--- config.mk ---
export PLATFORM = sky130hd
export DESIGN_NAME = sprite_rom_arbiter
export DESIGN_NICKNAME = d
export VERILOG_FILES = /design/src/rtl/sprite_rom_arbiter.sv
export SDC_FILE = /design/constraint.sdc
export NUM_CORES = 1
export LEC_CHECK = 0
export CORE_MARGIN = 4
export CORE_UTILIZATION = 40
export CTS_BUF_LIST = sky130_fd_sc_hd__clkbuf_8
export CTS_CLUSTER_SIZE = 28
export DETAILED_ROUTE_END_ITERATION = 8
export GPL_TIMING_DRIVEN = 0
export PLACE_DENSITY = 0.86
export SETUP_SLACK_MARGIN = 0.1
export SYNTH_ARGS = -nofsm -noshare
export SYNTH_HDL_FRONTEND = slang
export SYNTH_SLANG_ARGS = --single-unit
export TNS_END_PERCENT = 10
--- constraint.sdc ---
create_clock -name Clk -period 9.65 [get_ports Clk]
set_input_delay 1.93 -clock Clk [delete_from_list [all_inputs] [get_ports Clk]]
set_output_delay 1.93 -clock Clk [all_outputs]
set_load 0.05 [all_outputs]
--- src/rtl/sprite_rom_arbiter.sv ---
// Shares one registered-output sprite/tile ROM among NREQ pixel requesters.
// Requester 0 may take absolute priority; the rest rotate, with a starvation guard.
module sprite_rom_arbiter #(
  parameter int unsigned NREQ     = 4,
  parameter int unsigned AW       = 16,
  parameter int unsigned DW       = 4,
  parameter int unsigned HIPRI0   = 1,
  parameter int unsigned MAX_WAIT = 7
) (
  input  logic               Clk,
  input  logic               Reset_n,
  input  logic [NREQ-1:0]    req,
  input  logic [NREQ*AW-1:0] addr,
  output logic [NREQ-1:0]    gnt,
  output logic [NREQ-1:0]    rvalid,
  output logic [DW-1:0]      rdata,
  output logic [AW-1:0]      rom_addr,
  input  logic [DW-1:0]      rom_data,
  output logic               busy
);

  localparam int unsigned WW = (MAX_WAIT < 1) ? 1 : $clog2(MAX_WAIT + 1);
  localparam int unsigned PW = (NREQ < 2) ? 1 : $clog2(NREQ);
  localparam logic [WW-1:0] WAIT_SAT = WW'(MAX_WAIT);
  localparam logic [PW:0]   NREQ_EXT = (PW+1)'(NREQ);

  logic [PW-1:0] rr_ptr;
  logic [PW-1:0] rr_ptr_nxt;
  logic [WW-1:0] wait_q [1:NREQ-1];

  logic          win_valid;
  logic          win_pri;
  logic [PW-1:0] win_idx;

  // Winner selection: forced starvation grant, then requester-0 priority, then rotation.
  always_comb begin : p_arb
    logic [PW:0]   js;
    logic [PW-1:0] j;
    win_valid = 1'b0;
    win_pri   = 1'b0;
    win_idx   = '0;
    js        = '0;
    j         = '0;
    if (HIPRI0 != 0) begin
      for (int i = NREQ - 1; i >= 1; i--) begin
        if (req[i] && (wait_q[i] == WAIT_SAT)) begin
          win_valid = 1'b1;
          win_idx   = PW'(i);
        end
      end
      if (!win_valid && req[0]) begin
        win_valid = 1'b1;
        win_pri   = 1'b1;
        win_idx   = '0;
      end
    end
    for (int k = 0; k < NREQ; k++) begin
      js = {1'b0, rr_ptr} + (PW+1)'(k);
      if (js >= NREQ_EXT) begin
        js = js - NREQ_EXT;
      end
      j = js[PW-1:0];
      if (!win_valid && req[j] && !((HIPRI0 != 0) && (j == '0))) begin
        win_valid = 1'b1;
        win_idx   = j;
      end
    end
  end

  // Grant is suppressed while reset is held.
  always_comb begin
    gnt = '0;
    if (win_valid && Reset_n) begin
      gnt = NREQ'(1) << win_idx;
    end
  end

  // AND-OR mux so a non-granted requester's address can never leak through.
  always_comb begin
    rom_addr = '0;
    for (int i = 0; i < NREQ; i++) begin
      rom_addr = rom_addr | (addr[i*AW +: AW] & {AW{gnt[i]}});
    end
  end

  // Pointer moves past a rotating or forced winner; index 0 is skipped when it has priority.
  always_comb begin
    rr_ptr_nxt = rr_ptr;
    if (win_valid && !win_pri) begin
      if (win_idx == PW'(NREQ - 1)) begin
        rr_ptr_nxt = (HIPRI0 != 0) ? PW'(1) : '0;
      end else begin
        rr_ptr_nxt = win_idx + PW'(1);
      end
    end
  end

  assign rdata = rom_data;

  always_ff @(posedge Clk or negedge Reset_n) begin
    if (!Reset_n) begin
      rr_ptr <= '0;
      rvalid <= '0;
      busy   <= 1'b0;
      for (int i = 1; i < NREQ; i++) begin
        wait_q[i] <= '0;
      end
    end else begin
      rr_ptr <= rr_ptr_nxt;
      rvalid <= gnt;
      busy   <= |(req & ~gnt);
      for (int i = 1; i < NREQ; i++) begin
        if (req[i] && !gnt[i]) begin
          wait_q[i] <= (wait_q[i] == WAIT_SAT) ? wait_q[i] : wait_q[i] + WW'(1);
        end else begin
          wait_q[i] <= '0;
        end
      end
    end
  end

endmodule

# Word level (Yosys, flattened, before mapping)
# Cells that the tools add are included.
# op_classes
n_addsub,11
n_mul,0
div,0
magnitude_cmp,8
eq_ne,7
shift,1
muxes,37
n_bitwise,9
n_reduce_logical,35
# ops
operator,n
AND 16 bit,4
OR 16 bit,3
2-to-1 mux 2 bit,13
2-to-1 mux 3 bit,6
logical AND 1 bit,17
zero test 1 bit,13
2-to-1 mux 1 bit,13
< comparator 2 x 3 -> 1 bit (second input constant),4
adder 3 x 1 -> 3 bit (second input constant),3
equality test 3 bit (second input constant),3
greater-or-equal comparator 3 bit (second input constant),3
binary-select mux 1 bit (select 2 bit),4
zero test 2 bit,4
subtractor 2 x 1 -> 2 bit (second input constant),4
adder 2 x 2 -> 3 bit (second input constant),2
inequality test 2 bit (second input constant),3
AND 4 bit,1
2-to-1 mux 4 bit,1
NOT 4 bit,1
OR reduction 4 bit,1
<< shifter 1 x 2 -> 4 bit (first input constant),1
adder 2 x 1 -> 3 bit (second input constant),1
greater-or-equal comparator 2 x 3 -> 1 bit (second input constant),1
adder 2 x 1 -> 2 bit (second input constant),1
equality test 2 bit (second input constant),1
# totals
register_bits,16
latchBits,0
ramBits,0
rom_bits,0
input_bits,74
elab_cells,114
mem_count,0

# Longest topological paths before layout
# Gate-level depths: netlist (run 1).
# depth
ltp_word,30
mapped_depth,14

# Worst setup path before layout (run 1)
# No wires, ideal clock.
# synth_path
path_kind,input to output
start,input req[0]
end,output rom_addr[0]
t_arrival_ns,4.884
required_time_ns,7.720
slack_ns,2.836
stages,12
cell_sequence,clkbuf_2 -> mux4_2 -> nor2b_2 -> a21o_1 -> a22oi_1 -> o21a_1 -> ha_1 -> and2_1 -> clkbuf_1 -> clkbuf_1 -> a22oi_1 -> a21oi_1
# synth_via
elab_chain_cells,24
elab_cells_between_ends,41
classes_between,shift (1); mux (19); bitwise (7); reduce/logical (14)
# synth_rtl
item,line,source
from (decl),12,"input logic [NREQ-1:0] req,"
"parallel branches: the longest is 19 deep, another holds binary-select mux 1 bit (select 2 bit)",n/a,
2-to-1 mux 4 bit *,73,if (win_valid && Reset_n) begin
AND 16 bit,82,rom_addr = rom_addr | (addr[i*AW +: AW] & {AW{gnt[i]}});
OR 16 bit (2 in a row),82,
OR 16 bit *,82,
to (decl),17,"output logic [AW-1:0] rom_addr,"
# Mark *: on every way between the ends. The select of a mux whose other input is x is not followed.

# Final worst setup path (run 1)
# layout_path
start,input req[3]
end,output rom_addr[0]
# layout_via
elab_chain_cells,29
elab_cells_between_ends,49
classes_between,shift (1); mux (25); bitwise (7); reduce/logical (16)
# layout_rtl
item,line,source
logical AND 1 bit,46,if (req[i] && (wait_q[i] == WAIT_SAT)) begin
2-to-1 mux 1 bit (3 in a row),46,
zero test 1 bit,51,if (!win_valid && req[0]) begin
logical AND 1 bit,51,
2-to-1 mux 1 bit,51,
zero test 1 bit,63,if (!win_valid && req[j] && !((HIPRI0 != 0) && (j == '0))) begin
logical AND 1 bit (2 in a row),63,
2-to-1 mux 1 bit,63,
[8 not listed],n/a,
zero test 1 bit,63,
logical AND 1 bit (2 in a row),63,
2-to-1 mux 2 bit or 2-to-1 mux 1 bit (tied branches),63,
<< shifter 1 x 2 -> 4 bit or logical AND 1 bit (tied branches),"74, 73",
2-to-1 mux 4 bit *,73,
AND 16 bit,82,
OR 16 bit (2 in a row),82,
OR 16 bit *,82,
# Mark *: on every way between the ends. The rest lies on a longest branch, timed or not. The select of a mux whose other input is x is not followed.

==> reports/summary.md, run 1 <==
The startpoint identified for the worst hold timing path is wait_q[1]. The number of gates resized after CTS was 0. The floorplan has 23 rows. Each instance of the synthesized netlist takes up on average 9.00 um^2. The endpoint kind of the worst setup timing path is a primary output. The placed instances occupy a cell area of 2680 um^2.

Fill cells in the final layout number 344. The combined buffer and inverter count along the critical path is 4. Clock-pin slew was measured on the worst setup and hold paths at 0.06 ns. The tools report the net count of the mapped netlist as 272.

The startpoint identified for the worst register-to-register timing path is rr_ptr[0]. The run gives 0.00479 ns as the worst setup skew after layout. After legalization and detailed placement, the total HPWL measured 4850 um. The final critical path time including I/O delays and setup works out to 8.02 ns.

Hold timing on the final database bottoms out at a slack of 0.539 ns. Counting every instance in the synthesized netlist gives 184. Adding up every negative setup slack in the final design gives 0 ns. Type of the most critical hold path: flop to flop.

Met1 routed wirelength after detailed routing: 2470 um. In the detailed route, the total length drawn on met2 is 3100 um. The dominant delay contributor by cell family on the critical path is buffers and inverters.

The remaining number of nets flagged by the antenna check after routing was 0; the worst path arrival time was 6.09 ns. The number of buffers added for setup after CTS was 0. The die is 72.4 um tall.

Setup repair after global routing left no endpoint under its margin. First-pass GRT wire length: 9300 um. Max-cap violations in this run came to 0. The stage delay of the slowest cell on the critical path is 0.83 ns. For the clock sink total, the log shows 16. In this run the tightest slew margin relative to its limit is 40.1%.

Synthesis inferred 16 register bits. In this run, the number of DRC markers left after iteration 0 of detailed routing was 121. The pre-CTS setup slack was 1.67 ns; the share of layout cells above drive strength 1 was 9.86%.

The number of primary I/O pins came out at 103. The total global routing overflow is 0, and the die area is 5240 um^2. Quantity of I/O buffers inserted on ports: 96. The synthesis warning total was 0; the wire length per cell was 17.7 um. Static timing analysis puts the maximum clock frequency at 125 MHz.

After detailed routing, the number of remaining DRC violations is 0. The run finished with clean final reports. Detailed-route wire length: 5920 um. The share of flip-flops with an asynchronous set or reset after synthesis works out to 100%.

The setup path with the least slack is of type primary input to primary output. For the pin with the worst max-slew slack, the measured transition is 0.896 ns. The run gives 2740 um^2 as the finished layout cell area.

The logs give 1660 um^2 for the synthesized cell area and 22.2% for the total routing resource utilization after global routing. The number of hold violations in the final report was 0; the global placement routability congestion was 0.838. The initial utilization of the core area, before any placement, comes to 41.4%. After the last flow step, the layout net total stands at 373.

The diode insertion count for antenna repair is 0, and the number of pins exceeding their max-slew limit in the final report is 0. The tools report the later-pin clock latency in the skew report as 0.25 ns. The highest routed metal layer was met4. The run gives 0 as the number of antenna violations at the first check in global routing.

No sink is reached through more buffers than the 2 on the longest clock path. In this run the worst path has a maximum fanout of 10. The core area is 4000 um^2. The tools report the element type at the critical path start as a primary input. For this design, the slowest cell found on the critical path is sky130_fd_sc_hd__clkdlybuf4s50_1. After layout, the worst path uses 83.1% of the clock period. From synthesis to final layout, the design area changed by 65.1%. TritonCTS buffer count: 3. TritonCTS built the clock tree. The root buffer cell is sky130_fd_sc_hd__clkbuf_8. The number of synthesized flops with an enable pin is 0. The logs give 1.14 nW for the leakage power summed over all cells and 1910 for the number of global-route vias before repair. The share of the Yosys chip area taken by registers is 24.2%. The required arrival time at the worst endpoint is 7.72 ns.

In the layout the commonest cells are sky130_fd_sc_hd__clkdlybuf4s50_1, sky130_fd_sc_hd__a22oi_1, sky130_fd_sc_hd__a21oi_1, sky130_fd_sc_hd__dfrtp_1, sky130_fd_sc_hd__ha_1. Leaving out fill and tap cells, the most frequent cell in the layout is sky130_fd_sc_hd__clkdlybuf4s50_1. For the H-tree depth, the log shows 1. The signal on the critical path passes through clkdlybuf4s50_1 > mux2i_1 > o22ai_1 > nor4_1 > nand4b_1 > o211ai_1 > ha_1 > and2_1 > clkbuf_1 > clkbuf_1 > a22oi_1 > a21oi_1 > clkdlybuf4s50_1. The run gives 0.201 mV as the maximum vdd ir drop. The start point of the critical path is req[3]. In this run the horizontal extent of the chip is 72.4 um. For the maximum number of pins on one net before global-route repair, the log shows 24. Detailed routing inserted a total of 1841 vias. After detailed routing, the number of vias per cell comes to 5.51. Synthesis instantiated 48 different standard cells from the library. Setup violations remaining at the end of the flow were counted as 0.

The total power density per cell area is 285 nW/um^2, and the number of buffers inserted by hold repair at cts is 0. The logs give 218 um for the met3 wire length and 4 for the number of search-and-repair iterations in the first detailed-routing pass. In the synthesized netlist the dominant register cell turns out to be sky130_fd_sc_hd__dfrtp_1. The setup slack after layout was 1.63 ns.
==> per-layer routing <==
metal | vias to the layer above | global-route usage (%)
li1 | 896 | -
met4 | 0 | 8.14
met1 | 883 | 29.0
met5 | - | 0
met2 | 49 | 37.6
met3 | 13 | 2.49
==> cell type report <==
cell class              instances  area, um^2  share of cell area [%]
multi-input cells             146        1140                    41.7
inverters                       3        11.3                   0.412
flip-flops and latches         16         400                    14.6
well taps                      50        62.6                    2.29
clock buffers                   4        55.1                    2.01
plain buffers                  19         105                    3.84
repair buffers                 96         961                    35.1
==> power by group <==
group / internal, mW / leakage [nW] / switching (mW) / total, mW
Combinational: 0.237 / 0.903 / 0.381 / 0.618
Clock: 0.0362 / 0.0288 / 0.0234 / 0.0596
Sequential: 0.0873 / 0.204 / 0.0130 / 0.100
Total: 0.361 / 1.14 / 0.417 / 0.778
==> logic make-up (layout without fill, tap and decap cells) <==
kind of cell / count (synthesis) / count (layout) / synth area share [%]
adders and majority gates: 14 / 14 / 10.6
buffers and inverters: 22 / 122 / 7.02
xor gates and xnor gates: 3 / 3 / 1.59
AOI/OAI and AO/OA: 72 / 72 / 31.2
muxes: 13 / 13 / 10.3
and+or+nand+nor: 44 / 44 / 15.2
DFF: 16 / 16 / 24.2
==> registers in the layout (all words and copies together) (netlist names) <==
signal,cells
rvalid,4
wait_q,9
busy,1
rr_ptr,2
==> worst paths after layout <==
check,cells after the start,slack [ns],to
min in group asynchronous,1,2.18,rvalid[2]
min reg2reg,2,0.54,wait_q[1]
max reg2reg,13,6.08,busy
max in group asynchronous,1,6.92,rr_ptr[0]
max,13,1.63,rom_addr[0]
min,2,0.54,wait_q[1]
==> worst reg2reg max path, stage by stage, from the launching register on <==
cell	delay, ns
sky130_fd_sc_hd__dfrtp_1	0.39
sky130_fd_sc_hd__buf_6	0.18
sky130_fd_sc_hd__inv_1	0.09
sky130_fd_sc_hd__ha_1	0.35
sky130_fd_sc_hd__or2_2	0.31
sky130_fd_sc_hd__o22ai_1	0.37
sky130_fd_sc_hd__nor4_1	0.18
sky130_fd_sc_hd__nand4b_1	0.16
sky130_fd_sc_hd__o211a_1	0.19
sky130_fd_sc_hd__ha_1	0.14
sky130_fd_sc_hd__and2_1	0.11
sky130_fd_sc_hd__clkbuf_1	0.35
sky130_fd_sc_hd__a21boi_1	0.47
sky130_fd_sc_hd__o211ai_1	0.15
==> cell usage after synthesis (all sizes together), types with 2 or more instances <==
master,instances,area share (%)
xor2,2,1.1
o21ai,2,0.83
nand2,5,1.1
a31oi,2,0.76
o211ai,2,0.91
a21oi,16,4.8
dfrtp,16,24
nor3,4,1.2
or2,4,1.5
a22oi,34,15
o22ai,3,1.5
mux2i,10,7.6
buf,9,4.0
and2,6,2.3
nand2b,5,2.3
mux2,2,1.4
clkbuf,10,2.3
inv,3,0.68
o211a,4,2.4
ha,14,11
nor2,13,3.4
==> stage by stage <==
step / instances / power, mW / utilization (%)
finish: 334 / 0.778 / 68.4
global placement: 330 / 0.705 / 67.0
CTS: 334 / 0.781 / 68.4
global route: 334 / 0.827 / 68.4
detailed placement: 330 / 0.720 / 67.0
floorplan: 184 / 0.528 / -
Power figures use the tool's default switching activity.
==> run 2, diff against run 1 <==
--- a/config.mk
+++ b/config.mk
@@ -6,12 +6,12 @@
 export NUM_CORES = 1
 export LEC_CHECK = 0
 export CORE_MARGIN = 4
-export CORE_UTILIZATION = 40
+export CORE_UTILIZATION = 35
 export CTS_BUF_LIST = sky130_fd_sc_hd__clkbuf_8
 export CTS_CLUSTER_SIZE = 28
 export DETAILED_ROUTE_END_ITERATION = 8
 export GPL_TIMING_DRIVEN = 0
-export PLACE_DENSITY = 0.86
+export PLACE_DENSITY = 0.8
 export SETUP_SLACK_MARGIN = 0.1
 export SYNTH_ARGS = -nofsm -noshare
 export SYNTH_HDL_FRONTEND = slang
==> constraint.sdc (replaced) <==
create_clock -name Clk -period 6.65 [get_ports Clk]
set_input_delay 1.33 -clock Clk [delete_from_list [all_inputs] [get_ports Clk]]
set_output_delay 1.33 -clock Clk [all_outputs]
set_load 0.05 [all_outputs]
==> reports/summary.md, run 2 (same netlist as run 1, synthesis figures left out) <==
The run finished with clean final reports. For the starting density of the core, the log shows 37.0%. Measured along the y axis, the die boundary spans 76.8 um. For the clock sink total, the log shows 16.

STA puts the critical path data required time at 5.32 ns. TritonCTS built the clock tree. For this design, the slowest cell found on the critical path is sky130_fd_sc_hd__clkdlybuf4s50_1. In the layout the commonest cells are sky130_fd_sc_hd__clkdlybuf4s50_1, sky130_fd_sc_hd__a22oi_1, sky130_fd_sc_hd__a21oi_1, sky130_fd_sc_hd__dfrtp_1, sky130_fd_sc_hd__ha_1. In the finished design, the share of the clock period the worst path needs comes to 94.0%. Mean number of vias per cell: 5.42. At the pin with the least slew margin, the transition time is 0.893 ns. Internal power comes to 0.498 mW.

Setup repair after global routing could not meet its margin everywhere. The combinational group share of total power was 79.0%; the number of DRC markers after the initial detailed-route iteration was 136. The largest registers in the layout are wait_q (9), rvalid (4), rr_ptr (2).

The logs give 0 for the number of hold violations in the final report and 24 for the maximum number of pins on one net before global-route repair. The leakage power summed over all cells is 1.23 nW, and the total via count after detailed routing is 1821. Buffers inserted during clock tree synthesis total 3.

The region available for standard cell placement spans 4470 um^2. The logs give 0 for the number of pins exceeding their max-slew limit in the final report and 0 for the remaining design rule violation count. For the first-pass GRT wire length, the log shows 9140 um. In this run the critical register-to-register path is launched from rr_ptr[0]. The run gives 0.849 as the global placement routability congestion. The clock-pin slew on the worst setup and hold paths was 0.06 ns; the total global routing overflow was 0. The placed instance area was 2680 um^2. The worst min-delay path endpoint was wait_q[2]. The die covers 5900 um^2. The diode insertion count for antenna repair was 0; the worst path arrival time was 4.92 ns. Register ranked first by flip-flop count: wait_q. Floorplan die width: 76.8 um.

The number of cells on the worst reg-to-reg path is 13. The startpoint identified for the worst hold timing path is wait_q[2]. The number of antenna violations at the first check in global routing was 0. Leaving out fill and tap cells, the most frequent cell in the layout is sky130_fd_sc_hd__clkdlybuf4s50_1. The tools report the register-to-register setup slack as 3.14 ns. Of the total power, the clock network draws 7.9%. The final critical path time including I/O delays and setup is 6.25 ns. Headroom to the max-slew limit came out at 40.3%. The tools report the number of global-route vias before repair as 1842. The tool flagged a number of max-cap violations equal to 0. For this design the total switching power over the nets is 0.603 mW. Setup slack closes at 0.396 ns.

The register with the most flip-flops in the layout has 9 of them. The clock reaches the later pin of the worst-skew pair after 0.25 ns. Setup violations remaining at the end of the flow were counted as 0.

The tools report the count of standard-cell rows as 24. The stage delay of the slowest cell on the critical path came out at 0.82 ns. The critical path goes through clkdlybuf4s50_1 > mux2i_1 > o22ai_1 > nor4_2 > nand4b_1 > o211ai_1 > ha_1 > and2_1 > clkbuf_1 > a22oi_1 > a21oi_1 > clkdlybuf4s50_1. The worst setup path is launched from a primary input. The tools report the root buffer cell as sky130_fd_sc_hd__clkbuf_8. Summed over all layers, the routed wires come to 5790 um.

The wire-length estimate of the detail-placed layout is 4730 um. The H-tree depth was 1. Among the stages of the critical path, the cell type that occurs most often is sky130_fd_sc_hd__clkdlybuf4s50_1.

Sequential cells account for 13.1% of the total power. The tools report the maximum buffer depth of the clock tree as 2. The area taken by flip-flops and latches was 400 um^2.

In the final layout, the multi-input gates occupy 1150 um^2. Net switching is 54.8% of the power. After filler insertion, the fill cell instance count of the layout stands at 415. In the final design database the tool counted 373 nets.

The worst setup path is captured at a primary output. Power spread over the standard cell area amounts to 403 nW/um^2. Global routing used 19.0% of the available tracks. The cell depth of the worst min-delay path was 2. Achievable frequency: 160 MHz. The remaining number of nets flagged by the antenna check after routing was 0; the highest fanout seen on the critical path was 7. The number of buffers inserted by hold repair at cts is 0. In the final timing run, aggregate negative setup slack is 0 ns.

In the final layout, the share of cells above drive strength 1 is 13.4%. Relative to the synthesized area, the layout overhead comes to 64.9%. After detailed routing, the average wire length per cell comes to 17.2 um. The number of search-and-repair iterations in the first detailed-routing pass was 4; the pre-CTS setup slack was -0.157 ns. The worst hold path belongs to the class flop to flop. Input and output buffers added on the ports amount to 96. With fillers left out, the area of the finished cells amounts to 2730 um^2.

IR analysis of the VDD net gives a maximum drop of 0.233 mV. The critical path start-end classification is primary input to primary output. In this run the critical register-to-register path is captured at busy. Number of primary I/O pins: 103. The run gives 0.00493 ns as the worst setup skew after layout.
-- run 2: changes by cell type in the layout (fill, tap and decap cells not counted), moves of 2 or more --
| cell | previous run | this run |
|---|---|---|
| sky130_fd_sc_hd__clkbuf_1 | 9 | 5 |
| sky130_fd_sc_hd__clkbuf_2 | 1 | 10 |
| sky130_fd_sc_hd__clkdlybuf4s15_1 | 0 | 3 |
| sky130_fd_sc_hd__clkdlybuf4s50_1 | 96 | 82 |
| sky130_fd_sc_hd__dlygate4sd2_1 | 0 | 2 |
| sky130_fd_sc_hd__dlymetal6s2s_1 | 0 | 4 |
-- run 2: power by group through the flow --
stage / clock network (mW) / logic, mW / registers [mW]
final: 0.0872 / 0.869 / 0.144
after global routing: 0.0931 / 0.929 / 0.148
after CTS: 0.0891 / 0.870 / 0.145
after detailed placement: 0 / 0.893 / 0.146
after global placement: 0 / 0.882 / 0.146
after floorplan: 0 / 0.594 / 0.172
-- run 2: area by class of cell --
cell class	instances	area share, %
multi-input combinational	146	42.0
timing repair buffer	96	34.5
sequential	16	14.7
buffer	19	4.03
tap	52	2.38
clock buffer	4	2.02
inverter	3	0.412
-- run 2: per-stage QoR --
stage          std cells  total power [mW]  hold slack [ns]  utilization (%)
3_3_place_gp         332              1.03            0.517             60.0
5_1_grt              336              1.17            0.602             61.0
4_1_cts              336              1.10            0.545             60.9
6_report             336              1.10            0.537             61.0
3_5_place_dp         332              1.04            0.529             60.0
2_1_floorplan        184             0.766            0.493                -
-- run 2: critical path, delay by kind of cell --
family / cells / cell delay, ns
compound gates: 4 / 0.69
fa+ha+maj: 1 / 0.26
buf+inv: 3 / 1.68
mux: 1 / 0.24
simple gates: 3 / 0.72
-- run 2: worst max path at each step --
stage	end	from	cells after the start
floorplan	rom_addr[0]	req[0]	12
global placement	rom_addr[12]	req[3]	13
detailed placement	rom_addr[7]	req[3]	13
CTS	rom_addr[7]	req[3]	13
global route	rom_addr[1]	req[3]	13
finish	rom_addr[15]	req[3]	12
-- run 2: per-layer routing --
layer / part of all wire [%] / GRT usage [%] / vias to the layer above
li1: - / - / 893
met1: 42 / 23.9 / 864
met2: 53 / 34.6 / 52
met3: 4.2 / 1.76 / 12
met4: 1.6 / 4.71 / 0
met5: 0 / 0 / -
-- run 2: repair_timing --
action | CTS | global route
gates resized for setup | 10 | 26
setup endpoints to repair | 10 | 17
setup buffers | 0 | 0
==> run 3, diff against run 2 <==
--- a/config.mk
+++ b/config.mk
@@ -5,13 +5,15 @@
 export SDC_FILE = /design/constraint.sdc
 export NUM_CORES = 1
 export LEC_CHECK = 0
+export ABC_AREA = 1
+export ABC_CLOCK_PERIOD_IN_PS = 6650
 export CORE_MARGIN = 4
-export CORE_UTILIZATION = 35
+export CORE_UTILIZATION = 37
 export CTS_BUF_LIST = sky130_fd_sc_hd__clkbuf_8
 export CTS_CLUSTER_SIZE = 28
 export DETAILED_ROUTE_END_ITERATION = 8
 export GPL_TIMING_DRIVEN = 0
-export PLACE_DENSITY = 0.8
+export PLACE_DENSITY = 0.78
 export SETUP_SLACK_MARGIN = 0.1
 export SYNTH_ARGS = -nofsm -noshare
 export SYNTH_HDL_FRONTEND = slang
==> reports/summary.md, run 3 <==
For this run, the number of Yosys warnings is 0. During placement, the flow inserted port buffers numbering 98. Average cell area after synthesis: 6.25 um^2. In the final layout, the registers with the most flip-flops are wait_q (9), rvalid (4), rr_ptr (2). The cell depth of the worst min-delay path works out to 2. Launch point of the worst hold path: wait_q[4]. In this design, the critical path's most frequently occurring cell is sky130_fd_sc_hd__nand2_1.

The reg-to-reg startpoint was rr_ptr[1]. Number of filler cells placed in the layout: 492. In the post-synthesis netlist, the cell with the most instances is sky130_fd_sc_hd__nand2_1. 103 I/O pins were placed. The floorplan die width works out to 80.4 um. The maximum buffer depth of the clock tree is 2. CTS saw 16 sinks. In this run the clock root is driven by a sky130_fd_sc_hd__clkbuf_8.

The number of antenna violations at the first check in global routing is 0. The first TritonRoute pass finished after 4 iterations. Max-capacitance violation count: 0.

The y dimension of the die came out at 80.4 um. Among all stages on the critical path, the largest delay is contributed by sky130_fd_sc_hd__clkdlybuf4s50_1. The number of nets handed over by synthesis was 398. The run gives 0.00212 ns as the worst setup skew after layout. Among all flip-flop cells after synthesis, the most frequent one is sky130_fd_sc_hd__dfrtp_1.

The first routing iteration left 112 violations. The repair_antennas step left the layout with diodes totalling 0. In this design, the stage delay of the slowest critical-path cell is 0.80 ns.

The share of layout cells above drive strength 1 works out to 7.04%. The flow ran to the end, and the final reports show no timing, DRC or antenna violations. For the total global routing overflow, the log shows 0. Setup repair after global routing could not meet its margin everywhere. The number of flip-flops in the largest register works out to 9.

The type of the most critical hold path was flop to flop. The analysis attributes to cell leakage a power of 1.55 nW. The wire length per cell was 13.9 um; the number of pins exceeding their max-slew limit in the final report was 0. Maximum number of pins on one net before global-route repair: 18.

Summing the sequential cell areas from Yosys gives 20.7% of the chip area. The tools report the H-tree depth as 1. For the worst setup path, the data arrival time is 4.88 ns. Using the TritonRoute via totals, the vias-per-cell ratio works out to 5.12. For the number of nets in the layout, the log shows 501. For the area taken by flip-flops and latches, the log shows 400 um^2. Sorting the synthesized cells by area gives the leading types as sky130_fd_sc_hd__nand4_1, sky130_fd_sc_hd__dfrtp_1, sky130_fd_sc_hd__nand2_1. The register bit count reported by yosys was 16; the remaining number of nets flagged by the antenna check after routing was 0. The routed design has 6720 um of wire.

Detailed placement finished with a half-perimeter wire length of 5410 um. The signal on the critical path passes through clkdlybuf4s50_1 > nand2_1 > nand3_1 > nor2_1 > nand2_2 > nor2_4 > nand3b_1 > nand4_1 > nand2_1 > inv_1 > ha_1 > clkbuf_1 > clkbuf_2 > nand4_1 > nand2_1 > inv_1 > nand2_1 > clkdlybuf4s50_1. At the later pin of the worst-skew pair, clock insertion delay measures 0.25 ns.

The global placement routability congestion is 0.843, and the highest fanout seen on the critical path is 10. Total routing resource utilization after global routing: 20.7%. The tools report the number of global-route vias before repair as 2325. In the layout the commonest cells are sky130_fd_sc_hd__clkdlybuf4s50_1, sky130_fd_sc_hd__nand2_1, sky130_fd_sc_hd__nand4_1, sky130_fd_sc_hd__inv_1. The count of standard-cell rows was 26; the number of synthesized flops with an enable pin was 0. IR analysis of the VDD net gives a maximum drop of 0.341 mV. The worst path needs 6.21 ns of the cycle, external delays included. STA classifies the critical path startpoint as a primary input. The most common library cell in the layout ignoring fill and taps was sky130_fd_sc_hd__clkdlybuf4s50_1. The required arrival time at the worst endpoint is 5.32 ns. The logs give 1190 um^2 for the total area of multi-input combinational cells and 2470 for the total via count after detailed routing.

The run gives 1940 um^2 as the synthesized cell area. The critical path in this run is classified as primary input to primary output. The area overhead of the layout relative to synthesis came out at 58.3%. The starting density of the core is 38.2%. After clock tree synthesis, the clock-pin slew on the worst setup and hold paths is 0.06 ns.

In this run the cell area measured after placement is 3010 um^2. Clock tree synthesis inserted a total of 3 buffers. Headroom to the max-slew limit came out at 50.8%. After layout, the worst path uses 93.3% of the clock period. The number of hold violations in the final report was 0; the cell count of the worst reg-to-reg path was 19. The synthesized netlist contains 24 unique library cells.

Register ranked first by flip-flop count: wait_q. Number of non-filler instances in the completed layout: 482. The remaining design rule violation count was 0; the slew at the pin with the worst max-slew slack was 0.736 ns. The die area was 6460 um^2. Setup violations remaining at the end of the flow were counted as 0. The run gives 0 ns as the total negative slack for setup checks. TritonCTS built the clock tree. Tracing the worst setup path back leads to its startpoint at req[2]. The first global-routing pass estimated 10900 um of wire.

The top-area cell type share of the netlist area was 22.3%; the finished layout cell area was 3070 um^2. STA classifies the critical path endpoint as a primary output. Core area: 5070 um^2. For this run, asynchronously set or reset flops after synthesis account for 100%. Sorting the synthesized cells by how often they occur yields sky130_fd_sc_hd__nand2_1, sky130_fd_sc_hd__nand4_1, sky130_fd_sc_hd__inv_1. After technology mapping, the gate count stands at 310. Static timing analysis puts the maximum clock frequency at 161 MHz. For this design the ratio of total power to cell area is 516 nW/um^2. The total placed cells including tap cells is 478. Summed over all instances, the cell type with the most area after synthesis is sky130_fd_sc_hd__nand4_1.
[run 3: changes by cell type in the layout (fill, tap and decap cells not counted), sizes merged, moves of 14 or more]
cell | previous run | this run
inv | 3 | 55
a22oi | 34 | 0
a21oi | 16 | 2
nand3 | 1 | 16
nand4 | 0 | 69
clkdlybuf4s50 | 82 | 98
nand2 | 5 | 80
[run 3: critical path, delay by kind of cell]
family | cells | cell delay [ns]
adder cells (fa/ha/maj) | 1 | 0.14
buffers and inverters | 6 | 2.14
AND/OR/NAND/NOR | 11 | 1.27
[run 3: area by class of cell]
class | count | area share, %
Clock buffer | 4 | 1.80
Multi-Input combinational cell | 212 | 38.9
Buffer | 27 | 4.65
Tap cell | 70 | 2.86
Timing Repair Buffer | 98 | 32.0
Sequential cell | 16 | 13.1
Inverter | 55 | 6.73
[run 3: logic make-up (layout without fill, tap and decap cells)]
kind of cell               Yosys count  after routing  synth area share [%]
buffers and inverters               82            184                  17.8
and+or+nand+nor                    187            187                  48.6
xor gates and xnor gates             3              3                  1.36
AOI/OAI and AO/OA                    8              8                  2.58
DFF                                 16             16                  20.7
adders and majority gates           14             14                  9.04
[run 3: what timing repair did]
item	4_1_cts	5_1_grt
resized for setup	0	7
endpoints found under the setup margin	0	16
hold buffers	0	0
setup buffers	0	0
hold endpoints to repair	0	0
[run 3: routing by layer]
layer / wire (um) / part of all wire (%) / GRT usage (%) / vias to the layer above
li1: - / - / - / 1240
met3: 380 / 5.7 / 1.79 / 14
met2: 3230 / 48 / 33.4 / 84
met5: 0 / 0 / 0 / -
met4: 186 / 2.8 / 6.93 / 0
met1: 2920 / 43 / 28.9 / 1132
[run 3: stage by stage]
| step | utilization [%] | setup slack (ns) | total power [mW] | hold slack [ns] |
|---|---|---|---|---|
| 6_report | 60.4 | 0.443 | 1.58 | 0.556 |
| 5_1_grt | 60.4 | 0.0816 | 1.71 | 0.607 |
| 4_1_cts | 60.3 | 0.334 | 1.58 | 0.556 |
| 3_5_place_dp | 59.2 | 0.354 | 1.49 | 0.540 |
| 3_3_place_gp | 59.2 | 0.383 | 1.47 | 0.514 |
| 2_1_floorplan | - | 1.89 | 1.08 | 0.488 |
[run 3: where the power goes]
part / total [mW] / internal, mW / leakage [nW] / switching (mW)
clock network: 0.0854 / 0.0525 / 0.0288 / 0.0329
logic: 1.33 / 0.435 / 1.32 / 0.900
registers: 0.162 / 0.131 / 0.206 / 0.0306
[run 3: worst paths after layout]
check | end | slack, ns
max | rom_addr[12] | 0.44
min | wait_q[4] | 0.56
max reg2reg | busy | 3.52
min reg2reg | wait_q[4] | 0.56
max in group asynchronous | wait_q[4] | 4.67
min in group asynchronous | rvalid[1] | 1.52
